[src/rtl/simon_btn_encoder_if.sv]
// Button event bus between the button encoder (producer) and the game FSM (consumer).
interface simon_btn_encoder_if;
  logic       btn_valid;
  logic [1:0] btn_val;
  logic       multi_err;

  modport master (
    output btn_valid,
    output btn_val,
    output multi_err
  );

  modport slave (
    input btn_valid,
    input btn_val,
    input multi_err
  );
endinterface

[src/rtl/simon_btn_encoder.sv]
// Simon button encoder: synchronises four raw push-buttons, debounces press and
// release, rejects simultaneous presses and emits one event per physical press.
module simon_btn_encoder #(
  parameter int unsigned SYNC_STAGES    = 2,
  parameter int unsigned DEBOUNCE_TICKS = 3,
  parameter int unsigned RELEASE_TICKS  = 3
) (
  input  logic                       clk_tick,
  input  logic                       reset,
  input  logic [3:0]                 btn_raw,
  input  logic                       enable,
  simon_btn_encoder_if.master        btn_if,
  output logic [2:0]                 state
);

  localparam int unsigned MAX_TICKS = (DEBOUNCE_TICKS > RELEASE_TICKS) ? DEBOUNCE_TICKS
                                                                       : RELEASE_TICKS;
  localparam int unsigned CNT_W = $clog2(MAX_TICKS) + 1;
  localparam logic [CNT_W-1:0] DB_LAST = CNT_W'(DEBOUNCE_TICKS - 1);
  localparam logic [CNT_W-1:0] RL_LAST = CNT_W'(RELEASE_TICKS - 1);

  typedef enum logic [1:0] {
    S_IDLE       = 2'd0,
    S_PRESS_DB   = 2'd1,
    S_HOLD       = 2'd2,
    S_RELEASE_DB = 2'd3
  } state_t;

  state_t                        state_q, state_d;
  logic [SYNC_STAGES-1:0][3:0]   sync_q, sync_d;
  logic [CNT_W-1:0]              cnt_q, cnt_d;
  logic [1:0]                    cand_q, cand_d;
  logic                          btn_valid_q, btn_valid_d;
  logic [1:0]                    btn_val_q, btn_val_d;
  logic                          multi_err_q, multi_err_d;

  logic [3:0] sync;
  logic       sync_onehot;
  logic       sync_multi;
  logic [1:0] hot_idx;
  logic [3:0] cand_mask;

  assign sync = sync_q[SYNC_STAGES-1];

  // Decode the synchronised button vector: one-hot / multiple / index of set bit.
  always_comb begin
    hot_idx = '0;
    for (int unsigned i = 0; i < 4; i++) begin
      if (sync[i]) hot_idx = 2'(i);
    end
    sync_onehot = $onehot(sync);
    sync_multi  = (sync != '0) && !sync_onehot;
    cand_mask   = 4'b0001 << cand_q;
  end

  // Next-state logic: synchroniser shift plus press/hold/release FSM with enable lockout.
  always_comb begin
    sync_d      = {sync_q[SYNC_STAGES-2:0], btn_raw};
    state_d     = state_q;
    cnt_d       = cnt_q;
    cand_d      = cand_q;
    btn_valid_d = 1'b0;
    btn_val_d   = btn_val_q;
    multi_err_d = 1'b0;

    if (!enable) begin
      // Parking in S_HOLD means a press must be fully released before it can count.
      state_d = S_HOLD;
    end else begin
      unique case (state_q)
        S_IDLE: begin
          if (sync_onehot) begin
            cand_d  = hot_idx;
            cnt_d   = '0;
            state_d = S_PRESS_DB;
          end else if (sync_multi) begin
            multi_err_d = 1'b1;
            state_d     = S_HOLD;
          end
        end
        S_PRESS_DB: begin
          if (sync == cand_mask) begin
            if (cnt_q == DB_LAST) begin
              btn_valid_d = 1'b1;
              btn_val_d   = cand_q;
              state_d     = S_HOLD;
            end else begin
              cnt_d = cnt_q + CNT_W'(1);
            end
          end else begin
            state_d = S_IDLE;
          end
        end
        S_HOLD: begin
          if (sync == '0) begin
            cnt_d   = '0;
            state_d = S_RELEASE_DB;
          end
        end
        S_RELEASE_DB: begin
          if (sync == '0) begin
            if (cnt_q == RL_LAST) begin
              state_d = S_IDLE;
            end else begin
              cnt_d = cnt_q + CNT_W'(1);
            end
          end else begin
            state_d = S_HOLD;
          end
        end
        default: state_d = S_IDLE;
      endcase
    end
  end

  // All state and outputs registered; asynchronous active-high clear.
  always_ff @(posedge clk_tick or posedge reset) begin
    if (reset) begin
      sync_q      <= '0;
      state_q     <= S_IDLE;
      cnt_q       <= '0;
      cand_q      <= '0;
      btn_valid_q <= 1'b0;
      btn_val_q   <= '0;
      multi_err_q <= 1'b0;
    end else begin
      sync_q      <= sync_d;
      state_q     <= state_d;
      cnt_q       <= cnt_d;
      cand_q      <= cand_d;
      btn_valid_q <= btn_valid_d;
      btn_val_q   <= btn_val_d;
      multi_err_q <= multi_err_d;
    end
  end

  assign btn_if.btn_valid = btn_valid_q;
  assign btn_if.btn_val   = btn_val_q;
  assign btn_if.multi_err = multi_err_q;
  assign state            = {1'b0, state_q};

endmodule

[src/flat_wrapper.sv]
// flat-port wrapper written by rule: the top's interface ports become plain ports
module simon_btn_encoder_flat 
#(
  parameter int unsigned SYNC_STAGES    = 2,
  parameter int unsigned DEBOUNCE_TICKS = 3,
  parameter int unsigned RELEASE_TICKS  = 3
)
  (clk_tick, reset, btn_raw, enable, state, btn_if_btn_valid, btn_if_btn_val, btn_if_multi_err);
  simon_btn_encoder_if btn_if_i ();
  input  logic clk_tick;
  input  logic reset;
  input  logic [3:0] btn_raw;
  input  logic enable;
  output logic [2:0] state;
  output wire logic [$bits(btn_if_i.btn_valid)-1:0] btn_if_btn_valid;
  output wire logic [$bits(btn_if_i.btn_val)-1:0] btn_if_btn_val;
  output wire logic [$bits(btn_if_i.multi_err)-1:0] btn_if_multi_err;
  assign btn_if_btn_valid = btn_if_i.btn_valid;
  assign btn_if_btn_val = btn_if_i.btn_val;
  assign btn_if_multi_err = btn_if_i.multi_err;
  simon_btn_encoder #(.SYNC_STAGES(SYNC_STAGES), .DEBOUNCE_TICKS(DEBOUNCE_TICKS), .RELEASE_TICKS(RELEASE_TICKS)) u_core (.clk_tick(clk_tick), .reset(reset), .btn_raw(btn_raw), .enable(enable), .btn_if(btn_if_i), .state(state));
endmodule
[config.mk]
export PLATFORM = sky130hd
export DESIGN_NAME = simon_btn_encoder_flat
export DESIGN_NICKNAME = d
export VERILOG_FILES = /design/src/rtl/simon_btn_encoder_if.sv /design/src/rtl/simon_btn_encoder.sv /design/src/flat_wrapper.sv
export SDC_FILE = /design/constraint.sdc
export NUM_CORES = 1
export LEC_CHECK = 0
export CAP_MARGIN = 20
export CORE_UTILIZATION = 51
export DETAILED_ROUTE_END_ITERATION = 12
export DONT_BUFFER_PORTS = 1
export GPL_ROUTABILITY_DRIVEN = 0
export MAX_ROUTING_LAYER = met4
export PLACE_DENSITY = 0.66
export SETUP_SLACK_MARGIN = 0.05
export SLEW_MARGIN = 40
export SYNTH_ARGS = -nofsm -noshare
export SYNTH_HDL_FRONTEND = slang
export SYNTH_SLANG_ARGS = --single-unit
[constraint.sdc]
create_clock -name clk_tick -period 2.7 [get_ports clk_tick]
set_clock_uncertainty 0.1 [all_clocks]
set_input_delay 0.54 -clock clk_tick [delete_from_list [all_inputs] [get_ports clk_tick]]
set_output_delay 0.54 -clock clk_tick [all_outputs]
set_load 0.01 [all_outputs]
Yosys cells after proc, flatten, opt, wreduce, memory -nomap -nowiden
Index checks and enable logic that the tools add are counted.

Add/sub/neg operators: 4. Equal/unequal tests: 14. Shift operators: 1. Multiplexer cells: 26. Reduce and logical (&&, ||, !) cells: 9.

Operators with widths (count): $mux 2 (10); $mux 3 (5); $pmux 3 s4 (1); $mux 1 (9); $ne 2x1->1 const B (4); $pmux 2 s4 (1); $reduce_and 4->1 (2); $reduce_and 5->1 (1); $add 1x1->2 (2); $eq 2x2->1 const B (2); $eq 4x4->1 (1); $logic_not 4->1 (1); $ne 4x2->1 const B (1); $ne 4x3->1 const B (1); $ne 4x4->1 const B (1); $reduce_bool 4->1 (1); $shl 1x2->4 const A (1); $add 3x1->3 const B (1); $add 3x3->3 (1); $eq 3x1->1 const B (1); $eq 3x2->1 const B (1); $ne 3x2->1 const B (1); $reduce_and 3->1 (1); $eq 2x1->1 const B (1); 3 further kinds (3).

Register bits after elaboration: 19. Input port bits: 7. Output and inout port bits: 7. Logic and storage cells: 62.

Logic depth before layout (Yosys ltp)
Depth in word-level cells: 9. Gate-level depth with buffers: 8. Mapped depth without buffers: 8.

Least setup slack after synthesis
OpenSTA, ideal clock, no wires.

Kind: reg-to-reg. Start: register u_core.sync_q (netlist bit u_core.sync[1]). End: register u_core.cand_q[0]. Setup time: 0.125 ns. Arrival time: 2.220 ns. Data required time: 2.475 ns. Path slack: 0.255 ns. Stages on the path, launching flop included: 9. Buffers on the path: 0. Period minus slack after synthesis: 2.445 ns. Cell sequence: dfrtp_1 > inv_1 > ha_1 > ha_1 > fa_1 > nor2_1 > nand2_1 > or4_1 > mux2_2.

Word-level cells in the longest chain between the ends: 4. Elaborated cells between the ends (all ways): 7. Classes of those cells: add/sub: 2; eq/ne: 1; mux: 3; reduce/logical: 1.

RTL lines: start: declaration (line simon_btn_encoder.sv:30) `logic [SYNC_STAGES-1:0][3:0] sync_q, sync_d;`; start signal: assignment (line simon_btn_encoder.sv:127) `sync_q <= sync_d;`; $add 1x1->2 (implied by the code) (line simon_btn_encoder.sv:51) `sync_onehot = $onehot(sync);`; $add 3x3->3 (implied by the code) (line simon_btn_encoder.sv:51); $eq 3x1->1 (line simon_btn_encoder.sv:51); $reduce_and 3->1 (no line); end signal: assignment (line simon_btn_encoder.sv:130) `cand_q <= cand_d;`; end: declaration (line simon_btn_encoder.sv:32) `logic [1:0] cand_q, cand_d;`.

Several ways; a longest one is shown, not always the timed one. A chain may end at the register's enable or synchronous reset.

Final worst setup path
Start: register u_core.sync_q (netlist bit u_core.sync[2]). End: register u_core.cand_q[0].

Same word-level chain as after synthesis.

==> flow_summary.toml <==
[synthesis]
synth_largest_area_cell = "dfrtp_1"
yosysUniqueCellTypes = 38
synth.avg_cell_area_sq_um = 10.70
ys_seq_area_share_pct = 46.29
synth_nets = 111
synth-main-ff-cell = "dfrtp_1"
yosys_warnings = 0
synth_largest_type_area_fraction_pct = 46.29
synth-seq-cells = 19
synthesis.area_sq_um = 1027
synth-async-reset-ratio_pct = 100.0
ys_top_cells_by_area = "dfrtp_1 46%, ha_1 8.5%, o21ai_0 3.9%, inv_1 2.9%, a2111oi_4 2.7%"
synth_edf_count = 0
netlist_instances = 96

[worst_setup_path]
arrival_ns = 2.67
crit_required_ns = 2.80
crit_type = "reg2reg"
cp-start-kind = "flip-flop"
crit_path_end_kind = "flip-flop"
crit_fanout = 6

[power_and_ir_drop]
finalPower_uw = 518.8
irDropWorstVdd_uv = 360.8
leakage_nw = 0.5071
p_per_area_nw_per_um2 = 462.3

[routing]
drc = 0
via_count = 727
ant_nets = 0
drt-initial-drc-count = 35
drt_first_pass_iters = 4
vias_per_cell = 5.770
wire_per_inst_um = 14.41
routed_wirelength_um = 1816

[sta]
hold_viol = 0
rsz0062_at_grt = "yes"
clock.fmax_ghz = 0.3889
maxSlewViolCount = 0
worstMarginPinSlew_ns = 0.6927
relSlewSlack_pct = 53.77
tns_ns = 0
fin_hold_ws_ns = 0.1172
fin_crit_ns = 2.571
setup_viol = 0
fin_crit_sh_pct = 95.23

[global_route]
grtUsageTotal_pct = 19.98
first_global_vias = 625
grt_pass1_wl_um = 2849
grt_antenna_before_repair = 0
grt_max_degree = 20
overflow = 0

[clock_tree]
tritoncts = "built"
clock_sinks = 19
clk_path_buf_depth = 2
root_buffer = "clkbuf_4"
htreeDepth = 1
clk_latency_ns = 0.30
clkSlewWorstSetupHoldPaths_ns = 0.12
cts_buffers = 3
cts_hold_buffers = 0

[cells_and_area]
final_common_cell = "dfrtp_1"
nFillCells = 160
final_cell_mix = "19 x dfrtp_1, 8 x o21ai_0, 7 x inv_1, 6 x nand2_1, 6 x ha_1"
drive_above_1_share_pct = 17.82
multi_input_area_sq_um = 525.5
seq_area_sq_um = 475.5
final_nets = 117
diodes = 0
post_layout_nonfiller_instances = 126
postLayoutCoreUtil_pct = 62.29
syn2layout_area_growth_pct = 9.257

[floorplanning]
core_area_sq_um = 1802
rows = 15
io_pins = 14
start_util_pct = 57.01
fp.dieH_um = 46.88
fp.dieW_um = 46.88
die-area_sq_um = 2198

[hold_path]
hold_class = "in2async"

[placed_design]
dpl.cell_count = 118
io_buffers = 0
post-dp-hpwl_um = 1322

[run_status]
status = "finished clean"

[job]
maxCapViolations = 0
## where the power goes
group          switching [mW]  leakage, nW  internal (mW)  total (mW)
Clock                  0.0920       0.0139         0.0564       0.148
Sequential             0.0101        0.234          0.295       0.305
Combinational          0.0370        0.259         0.0285      0.0654
Total                   0.139        0.507          0.380       0.519
## cell usage after synthesis (all sizes together) (3+ instances only)
master	n
inv	8
dfrtp	19
nand2	6
nor2	5
o21ai	8
mux2	3
nor3b	3
ha	7
## timing repair
| item | CTS | global route |
|---|---|---|
| resized for setup | 0 | 6 |
| setup buffers | 0 | 4 |
| endpoints found under the setup margin | 0 | 4 |
## kinds of logic (layout without fill, tap and decap cells)
kind of cell / count (synthesis) / in the layout / synth area share [%]
DFF: 19 / 19 / 46.29
adders and majority gates: 8 / 8 / 10.47
and+or+nand+nor: 31 / 31 / 17.54
AOI/OAI and AO/OA: 21 / 21 / 15.71
other: 1 / 1 / 0.3651
buffers and inverters: 11 / 16 / 4.386
muxes: 5 / 5 / 5.237
## worst paths after layout
kind                                   from          endpoint  slack (ns)  cells after the start
max                          u_core.sync[2]  u_core.cand_q[0]        0.13                      8
min                                   reset    u_core.sync[3]        0.12                      1
max reg2reg                  u_core.sync[2]  u_core.cand_q[0]        0.13                      8
min reg2reg                u_core.sync_d[7]    u_core.sync[3]        0.26                      0
max in group asynchronous             reset   u_core.cnt_q[1]        1.94                      1
min in group clk_tick            btn_raw[2]  u_core.sync_d[6]        0.15                      0
## state kept, by name, indices dropped and copies added (netlist names)
register / count
u_core.sync: 4
u_core.sync_d: 4
u_core.cnt_q: 3
u_core.btn_if.btn_val: 2
u_core.cand_q: 2
u_core.state_q: 2
u_core.btn_if.btn_valid: 1
u_core.btn_if.multi_err: 1
## final cells by class
| class | instances | area share, % |
|---|---|---|
| Multi-Input combinational cell | 66 | 46.82 |
| Sequential cell | 19 | 42.36 |
| Tap cell | 25 | 2.787 |
| Timing Repair Buffer | 4 | 2.676 |
| Inverter | 8 | 2.676 |
| Clock buffer | 3 | 2.007 |
| Clock inverter | 1 | 0.6689 |
## critical path, stage by stage (launching register included)
cell,delay [ns]
dfrtp_1,0.45
inv_1,0.07
ha_1,0.28
ha_2,0.19
fa_1,0.49
nor2_1,0.11
nand2_1,0.08
or4_4,0.43
mux2_2,0.28
## per-stage QoR
| step | worst slack, ns | area (sq um) |
|---|---|---|
| 2_1_floorplan | 0.2549 | 1027 |
| 3_3_place_gp | 0.1691 | 1044 |
| 3_5_place_dp | 0.1346 | 1044 |
| 4_1_cts | 0.1173 | 1074 |
| 5_1_grt | 0.01044 | 1122 |
| 6_report | 0.1287 | 1122 |
## routing by layer
| metal | GRT usage [%] | wire, um |
|---|---|---|
| met1 | 29.68 | 893 |
| met2 | 25.56 | 813 |
| met5 | - | 0 |
| met4 | 10.29 | 10 |
| met3 | 3.846 | 99 |
(Power assumes the default switching activity.)
